===== config.mk =====
export PLATFORM = sky130hd
export DESIGN_NAME = ofmap_requant_packer
export DESIGN_NICKNAME = d
export VERILOG_FILES = /design/src/rtl/ofmap_requant_packer.sv
export SDC_FILE = /design/constraint.sdc
export NUM_CORES = 1
export LEC_CHECK = 0
export BUFFER_PORTS_ARGS = -buffer_cell sky130_fd_sc_hd__buf_2
export CAP_MARGIN = 20
export CORE_ASPECT_RATIO = 0.5
export CORE_MARGIN = 2
export CORE_UTILIZATION = 25
export CTS_CLUSTER_SIZE = 10
export DETAILED_ROUTE_END_ITERATION = 10
export PLACE_DENSITY = 0.54
export SETUP_SLACK_MARGIN = 0.5
export SYNTH_ARGS = -nofsm -noshare
export SYNTH_HDL_FRONTEND = slang
export SYNTH_SLANG_ARGS = --single-unit
export TNS_END_PERCENT = 10

===== constraint.sdc =====
create_clock -name clk -period 11.1 [get_ports clk]
set_input_delay 1.11 -clock clk [delete_from_list [all_inputs] [get_ports clk]]
set_output_delay 1.11 -clock clk [all_outputs]
set_load 0.005 [all_outputs]

===== src/rtl/ofmap_requant_packer.sv =====
// Requantizes one PE-array ofmap vector (LANES x ACC_W) to int8 lanes, one lane
// per cycle, and presents the packed word on a ready/valid output.
module ofmap_requant_packer #(
  parameter int LANES = 8,
  parameter int ACC_W = 32,
  parameter int OUT_W = 8
) (
  input  logic                          clk,
  input  logic                          rst,
  input  logic                          i_valid,
  input  logic signed [ACC_W-1:0]       ofmap [0:LANES-1],
  input  logic        [4:0]             cfg_shift,
  input  logic                          cfg_relu,
  output logic        [OUT_W*LANES-1:0] o_data,
  output logic                          o_valid,
  input  logic                          o_ready,
  output logic                          o_busy,
  output logic                          o_overflow
);

  // state | meaning
  // IDLE  | no conversion running; buffer may hold a vector waiting for the output slot
  // CONV  | converting buffered lane lane_q; stalls on the last lane while o_data is unaccepted
  typedef enum logic {IDLE, CONV} state_t;

  localparam int LW = (LANES > 1) ? $clog2(LANES) : 1;
  localparam int PW = OUT_W * (LANES - 1);
  localparam logic [LW-1:0] LAST = LW'(LANES - 1);
  localparam logic signed [ACC_W:0] SAT_MAX = (ACC_W+1)'(2 ** (OUT_W - 1) - 1);
  localparam logic signed [ACC_W:0] SAT_MIN = ~SAT_MAX;

  state_t                      state_q;
  logic [LW-1:0]               lane_q;
  logic signed [ACC_W-1:0]     buf_q [0:LANES-1];
  logic [4:0]                  shift_q;
  logic                        relu_q;
  logic                        buf_full_q;
  logic [PW-1:0]               pack_q;
  logic [OUT_W*LANES-1:0]      data_q;
  logic                        valid_q;
  logic                        ovf_q;

  logic signed [ACC_W:0]       ext_d, rnd_d, shf_d;
  logic [OUT_W-1:0]            byte_d;
  logic                        finish, capture, start;

  // One extra bit of headroom keeps the rounding add from wrapping.
  always_comb begin
    ext_d = {buf_q[lane_q][ACC_W-1], buf_q[lane_q]};
    rnd_d = ext_d + ((ACC_W+1)'(1) << (shift_q - 5'd1));
    shf_d = (shift_q == 5'd0) ? ext_d : (rnd_d >>> shift_q);
    if (relu_q && shf_d[ACC_W]) shf_d = '0;
    byte_d = shf_d[OUT_W-1:0];
    if (shf_d > SAT_MAX)      byte_d = SAT_MAX[OUT_W-1:0];
    else if (shf_d < SAT_MIN) byte_d = SAT_MIN[OUT_W-1:0];
  end

  always_comb begin
    finish  = (state_q == CONV) && (lane_q == LAST) && (!valid_q || o_ready);
    capture = i_valid && (!buf_full_q || finish);
    start   = ((state_q == IDLE) ? (buf_full_q || capture) : (finish && capture))
              && (!valid_q || o_ready);
  end

  always_ff @(posedge clk or posedge rst) begin
    if (rst) begin
      state_q    <= IDLE;
      lane_q     <= '0;
      for (int k = 0; k < LANES; k++) buf_q[k] <= '0;
      shift_q    <= '0;
      relu_q     <= 1'b0;
      buf_full_q <= 1'b0;
      pack_q     <= '0;
      data_q     <= '0;
      valid_q    <= 1'b0;
      ovf_q      <= 1'b0;
    end else begin
      if (capture) begin
        buf_q   <= ofmap;
        shift_q <= cfg_shift;
        relu_q  <= cfg_relu;
      end
      if (capture)     buf_full_q <= 1'b1;
      else if (finish) buf_full_q <= 1'b0;
      if (i_valid && !capture) ovf_q <= 1'b1;
      if (finish) begin
        data_q  <= {byte_d, pack_q};
        valid_q <= 1'b1;
      end else if (o_ready) begin
        valid_q <= 1'b0;
      end
      if (start) begin
        state_q <= CONV;
        lane_q  <= '0;
      end else if (finish) begin
        state_q <= IDLE;
      end else if (state_q == CONV && lane_q != LAST) begin
        pack_q[lane_q*OUT_W +: OUT_W] <= byte_d;
        lane_q <= lane_q + LW'(1);
      end
    end
  end

  assign o_data     = data_q;
  assign o_valid    = valid_q;
  assign o_busy     = buf_full_q;
  assign o_overflow = ovf_q;

endmodule

==> results of run 1 <==
per-stage QoR:
step | power (mW) | util | setup WS, ns | instances
after floorplan | 6.79 | - | 4.23 | 2158
after global placement | 8.96 | 0.285 | 2.32 | 3576
after detailed placement | 8.97 | 0.286 | 2.41 | 3579
after CTS | 10.4 | 0.300 | 2.36 | 3635
after global routing | 11.1 | 0.300 | 1.83 | 3641
final | 10.5 | 0.300 | 2.13 | 3641
cell families after synthesis:
| kind of cell | Yosys count | synth area share |
|---|---|---|
| xor+xnor | 19 | 0.00747 |
| simple gates | 760 | 0.145 |
| fa+ha+maj | 37 | 0.0211 |
| flops | 389 | 0.437 |
| compound gates | 440 | 0.147 |
| buf+inv | 155 | 0.0279 |
| mux | 358 | 0.215 |
registers in the layout (all words and copies together) (netlist names):
signal,cells
buf_q,256
lane_q,3
o_busy,1
o_valid,1
o_overflow,1
state_q,1
o_data,64
pack_q,56
relu_q,1
shift_q,5
power by group through the flow:
stage | Sequential (mW) | Combinational (mW) | Clock (mW)
after floorplan | 2.40 | 4.39 | 0
after global placement | 2.61 | 6.34 | 0
after detailed placement | 2.63 | 6.34 | 0
after CTS | 2.61 | 6.36 | 1.40
after global routing | 2.69 | 6.94 | 1.46
final | 2.60 | 6.50 | 1.36
per-layer routing:
metal  routed length (um)  track usage
met5                   40            0
met4                 2330       0.0514
met3                 6520       0.0402
met2                37700        0.279
met1                38500        0.258
cell type report:
cell class / instances / area (um2)
fill: 9207 / 61800
multi-input combinational: 1614 / 11900
sequential: 389 / 9740
timing repair buffer: 372 / 1990
tap: 1185 / 1480
clock buffer: 50 / 1200
inverter: 19 / 75.1
clock inverter: 6 / 55.1
antenna: 6 / 15.0
cell usage in the layout, fill, tap and decap left out, drive strengths merged, types with 9 or more instances in the layout:
cell type | netlist | layout
nand2 | 447 | 447
dfrtp | 389 | 389
buf | 49 | 371
mux2 | 268 | 268
nor2 | 142 | 142
o211ai | 79 | 79
a21oi | 77 | 77
o21ai | 76 | 76
mux4 | 69 | 69
clkbuf | 87 | 50
nor3 | 47 | 47
a211oi | 41 | 41
ha | 36 | 36
nand3 | 30 | 30
nor4 | 23 | 23
mux2i | 21 | 21
nand4 | 20 | 20
inv | 19 | 20
a31oi | 18 | 18
xnor2 | 14 | 14
a21o | 12 | 12
o22ai | 12 | 12
o21a | 11 | 11
a2111oi | 10 | 10
and3 | 9 | 9
a221oi | 9 | 9
or2 | 9 | 9
Yosys cell counts, types with 5 or more instances:
cell type  count
o31a_1         5
a211oi_1      38
nand2_1      447
a22oi_1        8
o221ai_1       8
a21o_1        12
or2_2          5
nor4_1        22
a21oi_2        7
mux2i_1       21
inv_1         17
o211ai_1      77
xor2_1         5
nor2_1       142
or3_1          7
a21oi_1       69
a221oi_1       9
ha_1          36
and3_1         9
nand2b_1       5
a31oi_1       13
nor3_1        47
dfrtp_1      389
and2_1         6
a31oi_4        5
o2111ai_1      5
o32ai_1        6
o22ai_1       12
nand3_1       30
o21a_1        11
nand4_1       20
o21ai_0       56
a2111oi_0      8
mux2_2       268
buf_2         23
o21ai_1       18
and4_1         5
mux4_2        69
xnor2_1       14
clkbuf_1      87
buf_1         23
path summary, 6_finish.rpt:
path / from / to / slack [ns] / cells past startpoint
setup / recovery: shift_q[3]$_DFFE_PP0P_ / pack_q[36]$_DFFE_PP0P_ / 2.13 / 23
hold / removal: o_data[5]$_DFFE_PP0P_ / o_data[5]$_DFFE_PP0P_ / 0.46 / 2
min in group asynchronous: rst / buf_q[246]$_DFFE_PP0P_ / 0.48 / 2
max in group asynchronous: rst / pack_q[50]$_DFFE_PP0P_ / 8.09 / 5
hold reg to reg: o_data[5]$_DFFE_PP0P_ / o_data[5]$_DFFE_PP0P_ / 0.46 / 2
setup reg to reg: shift_q[3]$_DFFE_PP0P_ / pack_q[36]$_DFFE_PP0P_ / 2.13 / 23
critical path, cell delays in order (launching register included):
cell,delay [ns]
dfrtp_1,0.31
buf_4,0.36
inv_1,0.34
buf_4,0.30
nand2_1,0.43
nor2_1,0.08
buf_4,0.22
nor2_1,0.58
nand2_1,0.36
nor2_1,0.27
ha_1,0.29
a211oi_2,0.37
o211ai_1,0.23
a211o_1,0.39
a31o_1,0.22
nor3_2,0.85
o221ai_1,0.25
a2111oi_0,0.55
o31ai_1,0.16
a31oi_1,0.28
or4b_4,0.52
nor4_4,0.83
a41oi_4,0.35
o211ai_1,0.27
==> impl_metrics.yaml, run 1 <==
sta:
  layout_worst_path_cycle_share: 0.808
  finalHoldViolCount: 0
  timing.max_slew.rel_slack: 0.233
  grt_setup_unrepaired: "false"
  fmaxAchievable_mhz: 112
  timing.clock.skew_ns: 0.0385
  finalSetupTns_ns: 0
  report.final.slew_viol_count: 0
  timing.final.setup_violations: 0
  post_layout_min_period_ns: 8.97
  finalHoldWorstSlack_ns: 0.465
  worst_slew_pin_slew_ns: 1.15
route:
  detail_route.drc_violations: 0
  dr.pass1.iters: 6
  detailedRoute.firstIterationViolations: 1884
  avgViaCountPerCell: 5.23
  routed-via-count: 19041
  post_drt_wl_per_cell_um: 23.4
  drt.antenna.violating_nets: 0
  detail_route.wirelength_mm: 85.1
clocking:
  cts_resized: 0
  insertion_delay_ns: 0.61
  tritoncts_clock_tree: "done"
  clock_sinks: 389
  clk_pin_slew_ns: 0.06
  ctsLongestPathBuffers: 3
  cts.hold.buffers_added: 0
  clock_tree.root_cell: "clkbuf_16"
  cts_buffers: 46
  cts-htree-levels: 2
  post-cts-setup-buffers: 0
power:
  switchingPower_mw: 5.17
  power.share.sequential: 0.249
  ir_worst_vdd_v: 0.000149
  power_density_nw_per_um2: 395
  power.leakage_nw: 11.6
  clock_power_share: 0.130
  power.internal_mw: 5.30
  switching_share: 0.494
  combinationalPowerShare: 0.621
final_layout:
  final_nets: 2745
  final_design_area_no_fill_um2: 26500
  drive_gt1_frac: 0.333
  synthToLayoutAreaGrowth_pct: 19.0
floorplan:
  core_region_um2: 88300
  fp.dieW_um: 426
  top_level_ports: 333
  start_util: 0.252
  die_height_um: 215
  placementRows: 77
  total_die_area_um2: 91700
placement:
  place_hpwl_mm: 63.7
  portBuffers: 332
  dpl_cell_area_um2: 25200
  gp_routability_congestion: 0.977
setup_path:
  worstPathMaxFanout: 30
  crit_required_ns: 11.61
  cp-end-kind: "flip-flop"
  worstPathArrival_ns: 9.48
  crit_path_start_kind: "flip-flop"
  worstSetupPathType: "reg -> reg"
yosys:
  synthDominantAreaCellType: "dfrtp_1"
  synth.yosys.warnings: 0
  yosys.cell_types.count: 93
  synth-seq-area-share: 0.437
  mean_instance_size_in_the_synthesized_netlist_um2: 10.3
  synth.cell_area_um2: 22300
  synthTopCellsByArea: "dfrtp_1 44%, mux2_2 14%, nand2_1 7.5%"
  synth_largest_type_area_fraction: 0.437
  share_of_synthesized_registers_carrying_an_async_set_or_reset: 1.00
  number_of_synthesized_register_bits: 389
  synth-main-ff-cell: "dfrtp_1"
  synth_edf_count: 0
  syn-instance-count: 2158
  synthesis.nets: 2461
min_path:
  hold_path.class: "reg -> reg"
global_routing:
  antenna_found_initial: 11
  wire_length_of_the_first_global_routing_pass_mm: 127
  first_global_vias: 19103
  globalRoute.totalOverflow: 0
  grt_util_all_layers: 0.182
  grt_start_max_net_pins: 191
run_status:
  outcome: "finished, final reports clean"
flow_run:
  maxCapViolCount: 0
No activity file was read; power rests on OpenSTA's default activity.
==> run 2, diff against run 1 <==
Clock period 11.1 ns to 7.9 ns, I/O delays scaled along.
==> impl_metrics.yaml, run 2 (synthesis gave the netlist of run 1 again) <==
global_routing:
  antenna_found_initial: 4
  grt_start_max_net_pins: 168
  first_global_vias: 19426
  globalRoute.totalOverflow: 0
  grt_util_all_layers: 0.185
  wire_length_of_the_first_global_routing_pass_mm: 128
floorplan:
  die_height_um: 215
  start_util: 0.252
  core_region_um2: 88300
  total_die_area_um2: 91700
  placementRows: 77
  top_level_ports: 333
  fp.dieW_um: 426
route:
  avgViaCountPerCell: 5.17
  dr.pass1.iters: 7
  post_drt_wl_per_cell_um: 23.6
  detail_route.drc_violations: 0
  routed-via-count: 19090
  detail_route.wirelength_mm: 86.9
  detailedRoute.firstIterationViolations: 2095
  drt.antenna.violating_nets: 0
final_layout:
  final_nets: 2796
  drive_gt1_frac: 0.347
  largest_register_ffs: 256
  layout.cells.most_common: "nand2_1"
  layout.cells.most_common_list: "446 x nand2_1, 386 x dfrtp_1, 333 x buf_2"
  largest_register: "buf_q"
  area_of_the_multi_input_gates_um2: 11900
  fillerInstances: 9139
  synthToLayoutAreaGrowth_pct: 21.0
  sequential_cell_area_um2: 9740
run_status:
  outcome: "finished, final reports clean"
setup_path:
  crit_required_ns: 8.41
  r2r-start: "lane_q[0]$_DFFE_PP0P_"
  crit_path_start_kind: "flip-flop"
  worst_setup_path_startpoint: "lane_q[0]$_DFFE_PP0P_"
  worstPathArrival_ns: 7.59
  worstSetupPathType: "reg -> reg"
  cp-end-kind: "flip-flop"
  worstPathMaxFanout: 25
sta:
  finalHoldWorstSlack_ns: 0.282
  layout_worst_path_cycle_share: 0.896
  post_layout_min_period_ns: 7.08
  grt_setup_unrepaired: "false"
  timing.max_slew.rel_slack: 0.275
  worst_slew_pin_slew_ns: 1.09
  fmaxAchievable_mhz: 141
  timing.final.setup_violations: 0
  finalSetupTns_ns: 0
  report.final.slew_viol_count: 0
  timing.clock.skew_ns: 0.0282
  finalHoldViolCount: 0
clocking:
  tritoncts_clock_tree: "done"
  insertion_delay_ns: 0.61
  cts_buffers: 46
  clk_pin_slew_ns: 0.06
  clock_sinks: 389
  clock_tree.root_cell: "clkbuf_16"
  cts-htree-levels: 2
  ctsLongestPathBuffers: 3
placement:
  place_hpwl_mm: 65.0
  portBuffers: 332
  gp_routability_congestion: 0.989
power:
  power.leakage_nw: 11.9
  power_density_nw_per_um2: 562
  power.total_mw: 15.2
  ir_worst_vdd_v: 0.000226
min_path:
  hold_path.class: "in -> async"
flow_run:
  maxCapViolCount: 0
-- run 2: cell count changes in the layout (fill, tap and decap cells not counted), sizes merged --
cell | previous run | this run
buf | 371 | 423
diode | 6 | 2
bufinv | 0 | 1
clkdlybuf4s18 | 1 | 0
-- run 2: cell type report --
| cell class | count | share of cell area |
|---|---|---|
| clock buffer | 50 | 0.0432 |
| clock inverter | 7 | 0.00408 |
| timing repair buffer | 423 | 0.0904 |
| tap | 1185 | 0.0550 |
| sequential | 389 | 0.361 |
| antenna | 2 | 0.000186 |
| multi-input combinational | 1614 | 0.443 |
| inverter | 19 | 0.00278 |
-- run 2: layer usage --
metal,GRT usage,wire [um]
met2,0.281,38600
met4,0.0529,2480
met1,0.262,39600
met3,0.0411,6310
met5,0,13
-- run 2: what timing repair did --
| item | CTS | global route |
|---|---|---|
| gates resized for setup | 0 | 0 |
| endpoints found under the hold margin | 0 | 0 |
| buffers inserted | 0 | 1 |
| setup endpoints to repair | 0 | 37 |
| hold buffers | 0 | 0 |
-- run 2: worst paths after layout --
path / end / slack [ns] / depth (start not counted)
setup / recovery: pack_q[25]$_DFFE_PP0P_ / 0.82 / 19
hold / removal: lane_q[1]$_DFFE_PP0P_ / 0.28 / 2
setup reg to reg: pack_q[25]$_DFFE_PP0P_ / 0.82 / 19
hold reg to reg: o_overflow$_DFFE_PP0P_ / 0.46 / 1
max in group asynchronous: o_data[63]$_DFFE_PP0P_ / 5.96 / 5
min in group clk: buf_q[227]$_DFFE_PP0P_ / 0.41 / 2
-- run 2: metrics by stage --
stage / utilization / cell area [um2] / instances / setup slack (ns)
final: 0.305 / 27000 / 3689 / 0.818
after global routing: 0.305 / 27000 / 3688 / 0.504
after CTS: 0.305 / 26900 / 3685 / 0.762
after detailed placement: 0.290 / 25600 / 3628 / 0.774
after global placement: 0.290 / 25600 / 3627 / 0.748
after floorplan: - / 22300 / 2158 / 1.03
-- run 2: worst max-delay path, cell delays in order, from the launching register on --
cell      delay (ns)
dfrtp_4         0.78
buf_12          0.30
mux4_2          0.54
nand2_1         0.09
nand2_1         0.18
ha_1            0.66
nand4_1         0.23
or2_1           0.29
a211oi_2        0.36
a211oi_1        0.17
nor3_1          0.42
buf_4           0.34
nor2_1          0.10
nor4_1          0.63
a22oi_1         0.20
a31oi_1         0.37
or4b_2          0.62
nor4_1          0.25
a21oi_2         0.20
o211ai_1        0.21
-- run 2: power breakdown --
| part | leakage, nW | switching (mW) | internal [mW] |
|---|---|---|---|
| sequential | 4.71 | 0.648 | 2.99 |
| combinational | 6.58 | 5.92 | 3.68 |
| clock | 0.620 | 0.840 | 1.08 |
| total | 11.9 | 7.41 | 7.76 |
